==> src/rtl/rca_pkg.sv <==
// ---------------------------------------------------------------------------
// rca_pkg
//   Shared constants for the registered ripple-carry adder.
//   RCA_WIDTH : default operand/sum width used by rca_4_bit_fa.
// ---------------------------------------------------------------------------
package rca_pkg;

  localparam int RCA_WIDTH = 4;

endpackage : rca_pkg

==> src/rtl/rca_full_adder.sv <==
// ---------------------------------------------------------------------------
// full_adder
//   One purely combinational ripple stage.
//   Ports:
//     a, b  : operand bits
//     cin   : carry from the previous stage (or the adder's Cin)
//     s     : sum bit
//     cout  : carry to the next stage
// ---------------------------------------------------------------------------
module full_adder (
  input  logic a,
  input  logic b,
  input  logic cin,
  output logic s,
  output logic cout
);

  logic p;  // propagate term, shared by sum and carry

  assign p    = a ^ b;
  assign s    = p ^ cin;
  assign cout = (a & b) | (cin & p);

endmodule : full_adder

==> src/rtl/rca_4_bit_fa.sv <==
// ---------------------------------------------------------------------------
// rca_4_bit_fa
//   Ripple-carry adder built from WIDTH full_adder stages, followed by a
//   single output register stage. Inputs are sampled on every rising edge;
//   the result appears one cycle later.
//   Ports:
//     clk       : clock, all state updates on the rising edge
//     rst_n     : synchronous active-low reset
//     Sum       : registered sum bits
//     Cout      : registered carry-out of the MSB stage
//     A, B      : unsigned addends
//     Cin       : carry-in to stage 0
//     out_valid : high once a result from sampled inputs is held
//
//   Output qualifier: there is no input handshake and no ready. out_valid is
//   low after reset and rises on the first rising edge with rst_n high; from
//   then on every cycle presents a new Sum/Cout computed from the A/B/Cin
//   present at the previous rising edge.
// ---------------------------------------------------------------------------
module rca_4_bit_fa
  import rca_pkg::*;
#(
  parameter int WIDTH = RCA_WIDTH
) (
  input  logic             clk,
  input  logic             rst_n,
  output logic [WIDTH-1:0] Sum,
  output logic             Cout,
  input  logic [WIDTH-1:0] A,
  input  logic [WIDTH-1:0] B,
  input  logic             Cin,
  output logic             out_valid
);

  // carry[i] is the carry into stage i; carry[WIDTH] is the final carry-out.
  logic [WIDTH:0]   carry;
  logic [WIDTH-1:0] sum_c;

  assign carry[0] = Cin;

  for (genvar i = 0; i < WIDTH; i++) begin : g_stage
    full_adder u_fa (
      .a    (A[i]),
      .b    (B[i]),
      .cin  (carry[i]),
      .s    (sum_c[i]),
      .cout (carry[i+1])
    );
  end

  // Reset drops any in-flight result; the next non-reset edge loads fresh
  // inputs, so no separate flush is needed.
  always_ff @(posedge clk) begin
    if (!rst_n) begin
      Sum       <= '0;
      Cout      <= 1'b0;
      out_valid <= 1'b0;
    end else begin
      Sum       <= sum_c;
      Cout      <= carry[WIDTH];
      out_valid <= 1'b1;
    end
  end

endmodule : rca_4_bit_fa

==> config.mk <==
export PLATFORM = sky130hd
export DESIGN_NAME = rca_4_bit_fa
export DESIGN_NICKNAME = d
export VERILOG_FILES = /design/src/rtl/rca_pkg.sv /design/src/rtl/rca_full_adder.sv /design/src/rtl/rca_4_bit_fa.sv
export SDC_FILE = /design/constraint.sdc
export NUM_CORES = 1
export LEC_CHECK = 0
export ABC_AREA = 1
export CORE_AREA = 2 2 39 41
export DETAILED_ROUTE_END_ITERATION = 10
export DIE_AREA = 0 0 41 43
export PLACE_DENSITY = 0.52
export SETUP_SLACK_MARGIN = 0.3
export SYNTH_ARGS = -nofsm -noshare
export SYNTH_HDL_FRONTEND = slang
export SYNTH_SLANG_ARGS = --single-unit
export TNS_END_PERCENT = 5
==> constraint.sdc <==
create_clock -name clk -period 2 [get_ports clk]
set_input_delay 0.2 -clock clk [delete_from_list [all_inputs] [get_ports clk]]
set_output_delay 0.2 -clock clk [all_outputs]
set_load 0.05 [all_outputs]
======== Yosys cells after proc, flatten, opt, wreduce, memory -nomap -nowiden ========
Index checks and enable logic that the tools add are counted.
storage, ports and cells
  register bits ........................... 6
  output and inout bits ................... 6
  bits of input ports ..................... 11
  word-level logic and storage cells ...... 24
cells by class
  muxes and demuxes ....................... 1
  bitwise gates (word level) .............. 20
operators by type and width
  cell           count
  $and A1 B1 Y1  8
  $xor A1 B1 Y1  8
  $or A1 B1 Y1   4
  $mux W1        1

======== Longest topological paths before layout ========
Gate-level depths: netlist of the first run.
  depth after elaboration ................. 9
  depth in mapped cells ................... 8
  mapped depth without buffers ............ 8

======== By module ========
A second synthesis of the first run with hierarchy kept.
second synthesis, totals
  cell total of the unflattened synthesis .. 20
  area total of the unflattened synthesis .. 237.7 µm²
modules (own cells, without submodules)
  module        cells an instance  instances  area each (µm²)  sequential area each (µm²)
  rca_4_bit_fa  16                 1          157.7            120.1
  full_adder    1                  4          20.0             0.0

======== Worst setup path before layout of the first run ========
OpenSTA, ideal clock, no wires.
  path kind ............................... input -> register
  from .................................... in A[0]
  to ...................................... reg Sum[3]
  cell stages on the path ................. 8
  path buffers ............................ 0
  path slack .............................. 0.203 ns
  arrival ................................. 1.733 ns
  required time ........................... 1.936 ns
  setup time .............................. 0.064 ns
  cell sequence ........................... inv_1 -> fa_1 -> inv_1 -> fa_1 -> fa_1 -> inv_1 -> fa_1 -> nor2_1
between the ends
  longest elaborated chain between the ends .. 8
  elaborated cells on any way between the ends .. 9
  classes of those cells .................. bitwise: 9
RTL lines
  element               line                  text
  from (decl)           rca_4_bit_fa.sv:29    input logic [WIDTH-1:0] A,
  $xor A1 B1 Y1         rca_full_adder.sv:20  assign p = a ^ b;
  $and A1 B1 Y1         rca_full_adder.sv:22  assign cout = (a & b) | (cin & p);
  $or A1 B1 Y1 *        rca_full_adder.sv:22
  $and A1 B1 Y1 *       rca_full_adder.sv:22
  $or A1 B1 Y1 *        rca_full_adder.sv:22
  $and A1 B1 Y1 *       rca_full_adder.sv:22
  $or A1 B1 Y1 *        rca_full_adder.sv:22
  $xor A1 B1 Y1 *       rca_full_adder.sv:21  assign s = p ^ cin;
  to (signal assigned)  rca_4_bit_fa.sv:59    Sum <= sum_c;
  to (decl)             rca_4_bit_fa.sv:27    output logic [WIDTH-1:0] Sum,
Every way passes the cells marked *; elsewhere a longest branch is shown, timed or not.
A chain may end at the register's enable or synchronous reset.

======== Final worst setup path of the first run ========
  from .................................... in B[0]
  to ...................................... reg Sum[3]
between the ends
  longest elaborated chain between the ends .. 8
  elaborated cells on any way between the ends .. 9
  classes of those cells .................. bitwise: 9
RTL lines
  element          line                  text
  from (decl)      rca_4_bit_fa.sv:30    input logic [WIDTH-1:0] B,
  $xor A1 B1 Y1    rca_full_adder.sv:20
  $and A1 B1 Y1    rca_full_adder.sv:22
  $or A1 B1 Y1 *   rca_full_adder.sv:22
  $and A1 B1 Y1 *  rca_full_adder.sv:22
  $or A1 B1 Y1 *   rca_full_adder.sv:22
  $and A1 B1 Y1 *  rca_full_adder.sv:22
  $or A1 B1 Y1 *   rca_full_adder.sv:22
  $xor A1 B1 Y1 *  rca_full_adder.sv:21
Marked as above.

==> results of run 1 <==
state kept, by name (all words and copies together), names as in the netlist:
signal     flops
Sum            4
out_valid      1
Cout           1
worst max-delay path, cell delays in order:
cell	delay (ps)
buf_2	100
inv_2	60
fa_2	200
inv_2	40
fa_2	330
fa_2	340
inv_2	60
fa_1	400
nor2_1	80
power by group through the flow:
| stage | combinational [mW] | sequential, mW | clock, mW |
|---|---|---|---|
| after floorplan | 0.0221 | 0.182 | 0 |
| after global placement | 0.116 | 0.137 | 0 |
| after detailed placement | 0.118 | 0.138 | 0 |
| after CTS | 0.120 | 0.135 | 0.113 |
| after global routing | 0.127 | 0.136 | 0.118 |
| final | 0.116 | 0.135 | 0.106 |
final timing paths:
kind	to	slack [ps]	cells after the start
max	Sum[3]	360	9
min	Sum[0]	380	4
kinds of logic (layout without fill, tap and decap cells):
| group | count (synthesis) | count (layout) | synth area share |
|---|---|---|---|
| DFF | 6 | 6 | 0.468 |
| adders and majority gates | 4 | 4 | 0.312 |
| buffers and inverters | 10 | 29 | 0.146 |
| and+or+nand+nor | 5 | 5 | 0.0732 |
layout by cell type (no fill, tap or decap), drive strengths merged:
cell	count
clkdlybuf4s50	11
inv	10
dfxtp	6
fa	4
nor2	3
clkbuf	3
buf	3
nand2	2
dlygate4sd2	2
layout make-up:
type / instances / area [um2]
Inverter: 10 / 37.5
Multi-Input combinational cell: 9 / 106
Sequential cell: 6 / 120
Timing Repair Buffer: 16 / 155
Fill cell: 148 / 922
Clock buffer: 3 / 22.5
Tap cell: 16 / 20.0
what timing repair did:
| item | 4_1_cts | 5_1_grt |
|---|---|---|
| pin swaps | 5 | 4 |
| setup endpoints to repair | 3 | 1 |
| gates resized for setup | 21 | 0 |
stage by stage:
step	area [um2]	cells	power [mW]	setup TNS, ps
final	462	60	0.358	0
after global routing	462	60	0.381	0
after CTS	462	60	0.368	0
after detailed placement	442	57	0.256	-470
after global placement	442	57	0.253	-399
after floorplan	262	25	0.204	0
layer usage:
layer	up-vias	GRT usage
li1	103	-
met1	84	0.0627
met4	0	0.160
met3	4	0.00524
met2	13	0.113
met5	-	0
==> key figures, run 1 <==
Setup path
  • Crit start category: input port
  • Critical Path End Type: flip-flop
  • CP required: 2180 ps
  • CP max FO: 1
  • Critical path launch point: B[0]
  • CP Class: input port to flip-flop
  • Worst path arrival time: 1810 ps

Pwr
  • VDD IR max: 143 uV
  • Switching share of power: 0.306
  • Clk pwr share: 0.296
  • Logic pwr share: 0.326
  • Lkg Pwr: 0.221 nW
  • Sw power: 0.109 mW
  • Cell area power density: 774 nW/um2
  • Sequential Power Share: 0.378
  • Cell Int Power: 0.248 mW

Timing
  • WHS: 375 ps
  • Worst Tran Pin Value: 490 ps
  • Relative slew slack: 0.673
  • Hold Fails Final Rpt: 0
  • Achievable Freq: 612 MHz
  • Final min period: 1640 ps
  • Max-slew violations: 0
  • RSZ-0062 raised after global routing: no
  • Final setup margin: 365 ps
  • Setup Viol. Count Final: 0
  • Period Utilization, post-route: 0.818

Route
  • Routed wl met3: 44 um
  • DR vias: 204
  • Met2 wire length: 244 um
  • Initial DRC Count: 0
  • Met1 WL: 129 um
  • Highest routed layer: met4
  • Post-route DRC: 0
  • Via-per-instance ratio: 3.40
  • Routed WL: 462 um
  • Post-route ant nets: 0
  • Drt wl/cell: 7.70 um
  • DR pass1 iterations: 1

Finish
  • Post-Route Utilization: 0.334
  • Layout cells sized above 1: 0.341
  • # diodes: 0
  • Layout area overhead: 80.0%
  • Layout Nets: 61

Floorplanning
  • Core Region: 1380 um2
  • Die X: 41 um
  • Initial core utilization: 0.185
  • Rows: 14
  • I/O pins: 17
  • Die footprint: 1760 um2
  • Die Ht: 43 um

Job
  • Max_cap viols: 0

Run status
  • Outcome: completed

Placed design
  • Routability congestion estimate: 0.609
  • IO Port Bufs: 16
  • DP Worst Slack: -263 ps
  • HPWL after DPL: 418 um

Clocking
  • Clock-pin transition on the worst setup and hold timing paths: 40 ps
  • Clock buffer depth: 2
  • Number of sinks on the clock net: 6
  • Htree depth: 1
  • CTS Hold Bufs: 0
  • CTS tree: built
  • CTS buffer count: 3
  • Root buf cell: clkbuf_4
  • Setup Buffers After CTS: 0

Hold path
  • Hold Crit Start: A[0]
  • Hold Path Class: input port to flip-flop

Synth
  • Register area share after synthesis: 0.468
  • EDFF count, synth: 0
  • Cells after Synth: 25
  • Count leader, synth: inv_1
  • Top cell type by total area after synthesis: dfxtp_1
  • Cell Area, Synth: 256 um2
  • Syn_nets: 40
  • Top cell type's share of synthesized area: 0.468
  • Most common flop cell mapped by yosys: dfxtp_1
  • Total number of yosys warnings: 0
  • Synth top cells by count: 9 x inv_1, 6 x dfxtp_1, 4 x fa_1, 3 x nor2_1, 2 x nand2_1
  • Asr flop ratio synth: 0
  • Synthesized flop and latch total: 6
  • Post-synth cell types: 6
  • Largest cells by area after synthesis: dfxtp_1 47%, fa_1 31%, inv_1 13%, nor2_1 4.4%, nand2_1 2.9%
  • Mapped Avg Cell Area: 10.3 um2

GRT
  • Global-route wire length before repair: 772 um
  • Total GRT Usage: 0.0810
  • Largest net degree at the start of global routing: 5
  • Initial antenna violation count: 0
  • Vias in the first global route: 211
  • GR Overflow Total: 0
(Power assumes the default switching activity.)
==> run 2: changes to the inputs <==
==> constraint.sdc (replaced) <==
create_clock -name clk -period 1.65 [get_ports clk]
set_input_delay 0.165 -clock clk [delete_from_list [all_inputs] [get_ports clk]]
set_output_delay 0.165 -clock clk [all_outputs]
set_load 0.05 [all_outputs]
==> run 2 against run 1 <==
Net effect: non-clock buffer count did not move; sequential share of layout area decreased by 0.62 points; critical path depth unchanged; combinational power up 22%; largest cell class unchanged; flip-flop and latch count unchanged; count of clock-buffer cells in the layout unchanged; clock power rose by 22%; global-route usage decreased by 1.5 points; critical endpoint unchanged; wire length fell by 15%.
==> key figures, run 2 (synthesis results as in run 1) <==
Run status
  • Outcome: completed (unchanged)

Finish
  • Leading cell types in the layout, fill and taps excluded: 11 x clkdlybuf4s50_1, 6 x dfxtp_1, 4 x inv_1, 4 x inv_2 (was 11 x clkdlybuf4s50_1, 6 x dfxtp_1, 6 x inv_2)
  • Most common cell after layout, fill and taps aside: clkdlybuf4s50_1 (unchanged)
  • Cell area after layout: 473 um2 (was 462 um2)
  • Largest regs: Sum (4), Cout (1), out_valid (1) (unchanged)
  • Layout area overhead: 84.4% (was 80.0%)
  • Layout cells sized above 1: 0.341 (unchanged)
  • Layout Nets: 61 (unchanged)
  • Max FFs per register: 4 (unchanged)
  • # diodes: 0 (unchanged)
  • Biggest register: Sum (unchanged)

Clocking
  • CTS tree: built (unchanged)
  • Htree depth: 1 (unchanged)
  • Number of sinks on the clock net: 6 (unchanged)
  • Clock buffer depth: 2 (unchanged)
  • Clock-pin transition on the worst setup and hold timing paths: 40 ps (about the same)
  • Root buf cell: clkbuf_4 (unchanged)
  • CTS buffer count: 3 (unchanged)
  • CTS Hold Bufs: 0 (unchanged)

GRT
  • Total GRT Usage: 0.0657 (was 0.0810)
  • Largest net degree at the start of global routing: 5 (unchanged)
  • Vias in the first global route: 193 (was 211)
  • GR Overflow Total: 0 (unchanged)
  • Global-route wire length before repair: 683 um (was 772 um)
  • Initial antenna violation count: 0 (unchanged)

Hold path
  • Hold Path Class: input port to flip-flop (unchanged)
  • Hold path cells: 4 (unchanged)

Route
  • Via-per-instance ratio: 3.43 (was 3.40)
  • Drt wl/cell: 6.53 um (was 7.70 um)
  • DR vias: 206 (was 204)
  • Routed WL: 392 um (was 462 um)
  • Initial DRC Count: 2 (was 0)
  • DR pass1 iterations: 3 (was 1)
  • Post-route DRC: 0 (unchanged)
  • Post-route ant nets: 0 (unchanged)

Timing
  • RSZ-0062 raised after global routing: yes (was no)
  • Period Utilization, post-route: 0.936
  • Setup Viol. Count Final: 0 (unchanged)
  • Max-slew violations: 0 (unchanged)
  • Relative slew slack: 0.671 (was 0.673)
  • Setup tns final: 0 ps (unchanged)
  • Hold Fails Final Rpt: 0 (unchanged)
  • WHS: 321 ps (was 375 ps)
  • Worst Tran Pin Value: 493 ps (was 490 ps)
  • Final min period: 1540 ps
  • Achievable Freq: 648 MHz

Floorplanning
  • Initial core utilization: 0.185 (unchanged)
  • Die X: 41 um (unchanged)
  • Rows: 14 (unchanged)
  • Die footprint: 1760 um2 (unchanged)
  • Die Ht: 43 um (unchanged)
  • Core Region: 1380 um2 (unchanged)
  • I/O pins: 17 (unchanged)

Setup path
  • Worst path arrival time: 1720 ps (was 1810 ps)
  • Critical path cell sequence: buf_6, inv_4, fa_2, inv_2, fa_2, fa_2, inv_2, fa_1, nor2_1 (was buf_2, inv_2, fa_2, inv_2, fa_2, fa_2, inv_2, fa_1, nor2_1)
  • CP max FO: 1 (unchanged)
  • Critical Path End Type: flip-flop (unchanged)
  • CP required: 1830 ps (was 2180 ps)
  • Crit start category: input port (unchanged)
  • Max incr delay on CP: 390 ps (was 400 ps)
  • CP Class: input port to flip-flop (unchanged)
  • Most used cell, CP: fa_2
  • Crit path max-delay cell type: fa_1 (unchanged)

Pwr
  • Logic pwr share: 0.327 (was 0.326)
  • Sequential Power Share: 0.376 (was 0.378)
  • Cell area power density: 920 nW/um2 (was 774 nW/um2)
  • VDD IR max: 227 uV (was 143 uV)
  • Switching share of power: 0.305 (was 0.306)
  • Lkg Pwr: 0.224 nW (was 0.221 nW)
  • Clk pwr share: 0.297 (was 0.296)
  • Cell Int Power: 0.302 mW (was 0.248 mW)
  • Sw power: 0.133 mW (was 0.109 mW)

Placed design
  • Routability congestion estimate: 0.609 (about the same)
  • IO Port Bufs: 16 (unchanged)
  • HPWL after DPL: 340 um (was 418 um)
  • Cell Area, Placed: 442 um2 (unchanged)

Job
  • Max_cap viols: 0 (unchanged)
[run 2: cell counts in the layout (fill, tap and decap cells not counted)]
No cell type changed its count.
[run 2: critical path, delay by kind of cell]
family | cells | cell delay (ps)
buffers and inverters | 4 | 220
adder cells (fa/ha/maj) | 4 | 1250
AND/OR/NAND/NOR | 1 | 80
[run 2: cell type report]
type / instances / area (um2)
timing repair buffer: 16 / 161
sequential: 6 / 120
multi-input combinational: 9 / 106
tap: 16 / 20.0
inverter: 10 / 42.5
fill: 145 / 911
clock buffer: 3 / 22.5
[run 2: routing by layer]
layer  vias up  share of wire  GRT usage
met5         -              0          0
met4         0          0.048      0.120
met3         2          0.094          0
met2        11           0.49     0.0781
met1        88           0.36     0.0724
li1        105              -          -
[run 2: stage by stage]
| step | power, mW | instances | utilization | setup WS, ps |
|---|---|---|---|---|
| final | 0.435 | 60 | 0.342 | 106 |
| after global routing | 0.462 | 60 | 0.342 | 5.31 |
| after CTS | 0.442 | 60 | 0.335 | 17.1 |
| after detailed placement | 0.307 | 57 | 0.319 | -542 |
| after global placement | 0.307 | 57 | 0.319 | -545 |
| after floorplan | 0.247 | 25 | - | -21.2 |
[run 2: power groups by stage]
stage	Clock [mW]	Combinational [mW]	Sequential [mW]
final	0.129	0.142	0.164
after CTS	0.135	0.143	0.164
after global routing	0.139	0.158	0.165
after global placement	0	0.140	0.166
after floorplan	0	0.0268	0.220
after detailed placement	0	0.141	0.167
[run 2: worst paths after layout]
check	startpoint	endpoint	slack [ps]
min	A[0]	Sum[0]	320
max	B[0]	Sum[3]	110
[run 2: what timing repair did]
action                                 CTS  global route
setup endpoints to repair               10             9
buffers inserted                         0             0
endpoints found under the hold margin    0             0
pin swaps                                5             5
resized for setup                       21             2
